==> config.mk <==
export PLATFORM = sky130hd
export DESIGN_NAME = controlador_interrupcao
export DESIGN_NICKNAME = d
export VERILOG_FILES = /design/src/rtl/pkg_interrupcao.sv /design/src/rtl/codificador_prioridade.sv /design/src/rtl/controlador_interrupcao.sv
export SDC_FILE = /design/constraint.sdc
export NUM_CORES = 1
export LEC_CHECK = 0
export BUFFER_PORTS_ARGS = -buffer_cell sky130_fd_sc_hd__buf_2
export CELL_PAD_IN_SITES_DETAIL_PLACEMENT = 0
export CELL_PAD_IN_SITES_GLOBAL_PLACEMENT = 2
export CORE_MARGIN = 2
export CORE_UTILIZATION = 25
export CTS_CLUSTER_SIZE = 20
export DETAILED_ROUTE_END_ITERATION = 12
export GPL_ROUTABILITY_DRIVEN = 0
export PLACE_DENSITY = 0.93
export REMOVE_ABC_BUFFERS = 1
export SETUP_SLACK_MARGIN = 0.15
export SLEW_MARGIN = 20
export SYNTH_ARGS = -nofsm -noshare
export SYNTH_HDL_FRONTEND = slang
export SYNTH_SLANG_ARGS = --single-unit
==> constraint.sdc <==
create_clock -name clock -period 2.25 [get_ports clock]
set_input_delay 0.45 -clock clock [delete_from_list [all_inputs] [get_ports clock]]
set_output_delay 0.45 -clock clock [all_outputs]
set_load 0.02 [all_outputs]
==> src/rtl/pkg_interrupcao.sv <==
// Shared definitions for the interrupt controller: FSM state encoding,
// default ISR entry address and the index-width helper.
package pkg_interrupcao;

  typedef enum logic [1:0] {
    OCIOSO = 2'd0,
    DESVIO = 2'd1,
    EM_ISR = 2'd2
  } estado_t;

  localparam logic [12:0] ISR_ADDR_PADRAO = 13'h0100;

  // A single request line still needs a 1-bit index.
  function automatic int largura_indice(input int n);
    return (n > 1) ? $clog2(n) : 1;
  endfunction

endpackage

==> src/rtl/codificador_prioridade.sv <==
// Combinational fixed-priority encoder: the lowest-index active request wins.
module codificador_prioridade
  import pkg_interrupcao::*;
#(
  parameter  int NUM_REQ = 4,
  localparam int IW      = largura_indice(NUM_REQ)
) (
  input  logic [NUM_REQ-1:0] requisicoes,
  output logic               valido,
  output logic [IW-1:0]      indice
);

  // NOTE: every output of an always_comb gets a default first so that no path
  // leaves it unassigned, which would otherwise infer a latch.
  always_comb begin
    valido = 1'b0;
    indice = '0;
    // Scan downwards so the last match written is the lowest index.
    for (int i = NUM_REQ - 1; i >= 0; i--) begin
      if (requisicoes[i]) begin
        valido = 1'b1;
        indice = IW'(i);
      end
    end
  end

endmodule

==> src/rtl/controlador_interrupcao.sv <==
// Interrupt controller: edge-detects requests, keeps them pending and accepts
// the highest-priority unmasked one at an instruction boundary.
module controlador_interrupcao
  import pkg_interrupcao::*;
#(
  parameter int                    DATA_WIDTH = 32,
  parameter int                    ADDR_WIDTH = 13,
  parameter int                    NUM_IRQ    = 4,
  parameter logic [ADDR_WIDTH-1:0] ISR_ADDR   = ISR_ADDR_PADRAO
) (
  input  logic                  clock,
  input  logic                  reset_n,
  input  logic [NUM_IRQ-1:0]    irq,
  input  logic [NUM_IRQ-1:0]    mascara,
  input  logic [ADDR_WIDTH-1:0] valor_pc,
  input  logic                  fim_instrucao,
  input  logic                  retorno_interrupcao,
  output logic                  desvio_isr,
  output logic [ADDR_WIDTH-1:0] endereco_isr,
  output logic                  em_interrupcao,
  output logic [ADDR_WIDTH-1:0] pc_interrup,
  output logic [DATA_WIDTH-1:0] qual_interrupcao,
  output logic [NUM_IRQ-1:0]    pendentes
);

  localparam int IW = largura_indice(NUM_IRQ);

  estado_t            estado, estado_prox;
  logic [NUM_IRQ-1:0] irq_d;
  logic [NUM_IRQ-1:0] borda;
  logic [NUM_IRQ-1:0] limpa;
  logic               valido;
  logic [IW-1:0]      indice;
  logic               aceita;
  logic               retorna;

  assign endereco_isr = ISR_ADDR;
  assign borda        = irq & ~irq_d;

  codificador_prioridade #(
    .NUM_REQ (NUM_IRQ)
  ) u_prioridade (
    .requisicoes (pendentes & mascara),
    .valido      (valido),
    .indice      (indice)
  );

  assign aceita  = (estado == OCIOSO) && fim_instrucao && valido;
  assign retorna = (estado == EM_ISR) && retorno_interrupcao;

  always_comb begin
    limpa = '0;
    if (aceita) limpa[indice] = 1'b1;
  end

  always_comb begin
    estado_prox = estado;
    case (estado)
      OCIOSO:  if (aceita) estado_prox = DESVIO;
      DESVIO:  estado_prox = EM_ISR;
      EM_ISR:  if (retorno_interrupcao) estado_prox = OCIOSO;
      default: estado_prox = OCIOSO;
    endcase
  end

  // NOTE: sequential state uses non-blocking assignments so every register
  // samples the pre-edge values, independent of statement order.
  always_ff @(posedge clock or negedge reset_n) begin
    if (!reset_n) begin
      estado           <= OCIOSO;
      irq_d            <= '0;
      pendentes        <= '0;
      pc_interrup      <= '0;
      qual_interrupcao <= '0;
      desvio_isr       <= 1'b0;
      em_interrupcao   <= 1'b0;
    end else begin
      estado         <= estado_prox;
      irq_d          <= irq;
      // A fresh edge on the source being accepted re-sets its bit.
      pendentes      <= (pendentes & ~limpa) | borda;
      desvio_isr     <= (estado_prox == DESVIO);
      em_interrupcao <= (estado_prox != OCIOSO);
      if (aceita) begin
        pc_interrup      <= valor_pc;
        qual_interrupcao <= DATA_WIDTH'(indice) + DATA_WIDTH'(1);
      end else if (retorna) begin
        qual_interrupcao <= '0;
      end
    end
  end

endmodule

==> results of run 1 <==
## state kept, by name, summed over array words and instances (netlist names)
name,cells
em_interrupcao,1
pendentes,4
estado,2
pc_interrup,13
irq_d,4
qual_interrupcao,3
desvio_isr,1
## final cells by class
cell class / count / area [um2]
multi-input combinational: 113 / 527
inverter: 8 / 30.0
timing repair buffer: 47 / 238
fill: 625 / 3950
tap: 72 / 90.1
sequential: 28 / 701
clock buffer: 3 / 41.3
## power by group through the flow
stage / clock, mW / combinational (mW) / sequential (mW)
after floorplan: 0 / 0.334 / 1.02
after global placement: 0 / 0.858 / 0.808
after detailed placement: 0 / 0.864 / 0.810
after CTS: 0.292 / 0.863 / 0.805
after global routing: 0.312 / 0.941 / 0.832
final: 0.274 / 0.840 / 0.801
## critical path, cell delays in order, from the launching register on
cell	delay, ns
dfrtp_1	0.42
nand2_1	0.08
a32oi_1	0.10
a21oi_1	0.26
inv_1	0.11
ha_1	0.30
nand2_1	0.06
nand2_1	0.05
## layer usage
| metal | wire, um | vias to the layer above | track usage, % | part of all wire (%) |
|---|---|---|---|---|
| met1 | 1200 | 460 | 11.2 | 43 |
| met2 | 1290 | 58 | 16.0 | 46 |
| met3 | 291 | 0 | 3.93 | 10 |
| li1 | - | 482 | - | - |
| met4 | 0 | 0 | 1.02 | 0 |
| met5 | 0 | - | 0 | 0 |
## Yosys cell counts (2+ instances only)
cell type	instances
nand2_1	48
ha_1	4
dfrtp_1	28
nor2_1	2
nand3_1	3
buf_6	3
conb_1	2
a22o_1	6
inv_1	7
buf_4	42
## path summary, 6_finish.rpt
path	start	endpoint	slack, ns	cells past startpoint
min in group clock	irq[1]	irq_d[1]	0.30	1
max in group asynchronous	reset_n	qual_interrupcao[0]	1.63	1
hold reg to reg	pc_interrup[12]	pc_interrup[12]	0.47	2
setup reg to reg	pendentes[2]	qual_interrupcao[1]	0.79	7
hold / removal	reset_n	pc_interrup[6]	0.20	1
setup / recovery	pendentes[2]	qual_interrupcao[1]	0.79	7
## cell families (layout without fill, tap and decap cells)
family | count (synthesis) | in the layout | synth area share (%)
DFF | 28 | 28 | 48.1
adders and majority gates | 4 | 4 | 3.44
buffers and inverters | 53 | 58 | 26.0
and+or+nand+nor | 55 | 55 | 14.9
muxes | 1 | 1 | 0.773
AOI/OAI and AO/OA | 11 | 11 | 6.27
other | 2 | 42 | 0.516
## cells in the final DEF (no fill, tap or decap), drive strengths merged
cell	count
nand2	48
buf	47
conb	42
dfrtp	28
inv	8
a22o	6
ha	4
nand3	3
clkbuf	3
nor2	2
mux2	1
o211ai	1
a32oi	1
a21oi	1
a22oi	1
nand2b	1
nand3b	1
o21ai	1
==> impl_metrics.toml, run 1 <==
[status]
outcome = "finished clean"

[power]
power.switching_mw = 0.833
cellPowerDensity_mw_per_mm2 = 1180
clock_power_share_pct = 14.3
power_frac_seq_pct = 41.8
p_leak_nw = 0.956
pwr-share-comb_pct = 43.9
p_int_mw = 1.08
power_mw = 1.91
peakVddDrop_mv = 0.492
p_sw_share_pct = 43.5

[clock_tree]
post_cts_buffers = 0
clock-sinks = 28
tritoncts = "built"
cts_root_buffer = "clkbuf_8"
clk_pin_slew_worst_paths_ns = 0.10
cts_buffers = 3
clock_latency_ns = 0.27
cts_hold_buf = 0
h-tree-depth = 1
cts_buffer_depth = 2
post_cts_resized = 0

[sta]
relSlewSlack_pct = 56.1
rsz0062_at_grt = "no"
tns_ns = 0
slew_violations = 0
fin_crit_ns = 1.46
finalSetupViolCount = 0
max_freq_mhz = 684
min_period_over_period_pct = 65.0
fin_ws_ns = 0.789
hold_viol_final = 0
worst_pin_slew_ns = 0.658
fin_worst_skew_ns = 0.00629
whs_ns = 0.198

[place]
preCtsSetupSlack_ns = 0.635
dp_cells = 268
dpl.hpwl_mm = 2.05
numPortBuffers = 46
place_area_mm2 = 0.00159

[synthesis]
postSynthAreaPerCell_um2 = 9.46
yosysSeqAreaShare_pct = 48.1
synth_cell_types = 19
synth_flop_cell = "dfrtp_1"
synth_area_mm2 = 0.00146
synth.area.top_cells = "dfrtp_1 (48%), buf_4 (22%), nand2_1 (12%)"
synth.largest_area_cell = "dfrtp_1"
async_reset_ff_share_pct = 100
yosysTopAreaCellShare_pct = 48.1
netlist_instances = 154
ys_ff_latch = 28
synth_warnings = 0
synth_edf_count = 0

[global_routing]
grt_pass1_vias = 1000
grt_pass1_wl_mm = 4.67
antenna_found_initial = 0
grtUsageTotal_pct = 9.33
grt-ovfl-total = 0
grt_max_degree = 29

[setup_path]
endpoint_kind = "flip-flop"
cp-start-kind = "flip-flop"
crit_type = "flip-flop to flip-flop"
required_ns = 2.42
crit_path_max_fanout = 4
critPathArrivalTime_ns = 1.63

[die]
fp.coreArea_mm2 = 0.00557
die_h_um = 80.3
die_x_um = 80.3
num_io_pins = 89
row_count = 27
die_area_mm2 = 0.00645
initial_core_util_pct = 26.1

[layout]
finalInstanceArea_mm2 = 0.00163
layout-drive-gt1-share_pct = 26.6
antenna_cells = 0
final_nets = 230
stdcell_count = 271
area_growth_pct = 11.7
fin_util_pct = 29.2

[run]
drv_cap = 0

[drt]
postRouteAntennaNets = 0
drtPass1Iterations = 4
via_count = 1000
first_iter_violations = 10
finalWirelength_mm = 2.79
drc_errors = 0
post_drt_wl_per_cell_um = 10.3
viasPerCell = 3.69

[worst_hold_path]
worstHoldPathType = "input port to async pin"
(Power assumes the default switching activity.)
==> run 2, diff against run 1 <==
ABC_AREA = 1   (was unset)
CORE_UTILIZATION = 23   (was 25)
PLACE_DENSITY = 0.88   (was 0.93)
clock period = 1.4 ns   (was 2.25 ns; I/O delays follow)
==> impl_metrics.toml, run 2 <==
[setup_path]
required_ns = 1.12
crit_type = "flip-flop to primary output"
crit_path_max_fanout = 3
cp-start-kind = "flip-flop"
critPathArrivalTime_ns = 0.99
endpoint_kind = "primary output"

[status]
outcome = "complete, but fails checks"
violations = "negative hold slack"

[layout]
layout_commonest_cell = "nand2_1"
largestRegisters = "pc_interrup (13), irq_d (4), pendentes (4)"
finalInstanceArea_mm2 = 0.00192
regMostFlops = "pc_interrup"
nFillCells = 692
layout-drive-gt1-share_pct = 38.1
final_cell_mix = "nand2_1 (55), buf_2 (43), conb_1 (42)"
stdcell_count = 308
largest_register_ffs = 13
final_nets = 261
antenna_cells = 0
area_growth_pct = 29.0

[sta]
fin_crit_ns = 1.27
fin_worst_skew_ns = 0.00362
hold_viol_final = 5
finalSetupViolCount = 0
max_freq_mhz = 786
rsz0062_at_grt = "yes"
min_period_over_period_pct = 90.8
whs_ns = -0.00487
slew_violations = 0

[drt]
drc_errors = 0
post_drt_wl_per_cell_um = 10.6
postRouteAntennaNets = 0
first_iter_violations = 35
finalWirelength_mm = 3.28
viasPerCell = 3.59
drtPass1Iterations = 4
via_count = 1107

[synthesis]
synth.largest_area_cell = "dfrtp_1"
ys_top_cells_by_count = "nand2_1 (65), buf_4 (43), dfrtp_1 (28)"
ys_ff_latch = 28
synth.area.top_cells = "dfrtp_1 (47%), buf_4 (22%), nand2_1 (16%)"
synth_warnings = 0
synth_flop_cell = "dfrtp_1"
async_reset_ff_share_pct = 100
synth_area_mm2 = 0.00149
postSynthAreaPerCell_um2 = 8.75
synth_edf_count = 0
yosysTopAreaCellShare_pct = 47.1
synth_cell_types = 16
netlist_instances = 170
yosysMostFrequentCell = "nand2_1"
yosysSeqAreaShare_pct = 47.1

[place]
numPortBuffers = 46
place_area_mm2 = 0.00166
dpl.hpwl_mm = 2.13
dp_cells = 293

[die]
die_area_mm2 = 0.00713
fp.coreArea_mm2 = 0.00631
row_count = 29
die_h_um = 84.4
num_io_pins = 89
die_x_um = 84.4
initial_core_util_pct = 23.6

[clock_tree]
h-tree-depth = 1
cts_buffers = 3
cts_hold_buf = 0
cts_buffer_depth = 2
clock_latency_ns = 0.27
tritoncts = "built"
clk_pin_slew_worst_paths_ns = 0.10
cts_root_buffer = "clkbuf_8"
clock-sinks = 28

[power]
cellPowerDensity_mw_per_mm2 = 1870
p_leak_nw = 1.09
peakVddDrop_mv = 0.969
power_mw = 3.60

[global_routing]
grt-ovfl-total = 0
antenna_found_initial = 0
grt_pass1_wl_mm = 5.05
grt_max_degree = 29
grtUsageTotal_pct = 8.80
grt_pass1_vias = 1013

[run]
drv_cap = 0

[worst_hold_path]
worstHoldPathType = "input port to async pin"
run 2: final timing paths:
check | startpoint | endpoint | slack [ns] | cells past startpoint
worst max-delay path | pendentes[3] | pendentes[3] | 0.13 | 2
worst min-delay path | reset_n | pc_interrup[2] | -0.005 | 2
worst max register to register | pendentes[0] | pendentes[1] | 0.16 | 8
worst min register to register | irq_d[2] | pendentes[2] | 0.48 | 3
max in group asynchronous | reset_n | estado[1] | 1.11 | 2
min in group clock | irq[3] | irq_d[3] | 0.12 | 1
run 2: cell type report:
cell class | instances | area (um2) | area share, %
Clock buffer | 4 | 55.1 | 2.87
Multi-Input combinational cell | 130 | 679 | 35.4
Sequential cell | 28 | 702 | 36.6
Timing Repair Buffer | 59 | 347 | 18.1
Inverter | 10 | 40.0 | 2.09
Tap cell | 77 | 96.3 | 5.02
run 2: through the flow:
step                      util, %  setup slack, ns  hold WS [ns]  setup TNS, ns
after floorplan                 -          -0.0109       -0.0156        -0.0109
after global placement       26.3           0.0545         0.314              0
after detailed placement     26.3          0.00626         0.319              0
after CTS                    28.4            0.126       0.00317              0
after global routing         30.4           0.0935       0.00497              0
final                        30.4            0.128      -0.00487              0
run 2: worst max-delay path, cell delays in order, from the launching register on:
cell and delay, ns:
dfrtp_1 0.42, buf_4 0.15, buf_4 0.15
run 2: cell families (layout without fill, tap and decap cells):
| logic type | Yosys count | count (layout) | synth area share [%] |
|---|---|---|---|
| other | 2 | 42 | 0.505 |
| adder cells (fa/ha/maj) | 4 | 4 | 3.36 |
| flip-flops | 28 | 28 | 47.1 |
| buffers and inverters | 54 | 73 | 25.0 |
| AND/OR/NAND/NOR | 78 | 79 | 21.7 |
| AO/OA/AOI/OAI | 4 | 5 | 2.35 |
run 2: repair_timing:
| item | CTS | global route |
|---|---|---|
| pin swaps | 3 | 14 |
| buffers inserted | 5 | 4 |
| endpoints found under the setup margin | 21 | 24 |
| cloned | 1 | 1 |
| hold endpoints to repair | 0 | 0 |
| resized for setup | 11 | 23 |
run 2: power breakdown:
| group | leakage (nW) | switching, mW | internal, mW |
|---|---|---|---|
| clock network | 0.0288 | 0.260 | 0.252 |
| registers | 0.334 | 0.174 | 1.12 |
| logic | 0.727 | 1.13 | 0.663 |
run 2: layer usage:
metal / vias to the layer above / global-route usage, % / part of all wire [%]
met4: 0 / 0.433 / 0.21
met3: 2 / 3.44 / 8.2
li1: 558 / - / -
met2: 50 / 14.4 / 49
met5: - / 0 / 0
met1: 497 / 11.7 / 42
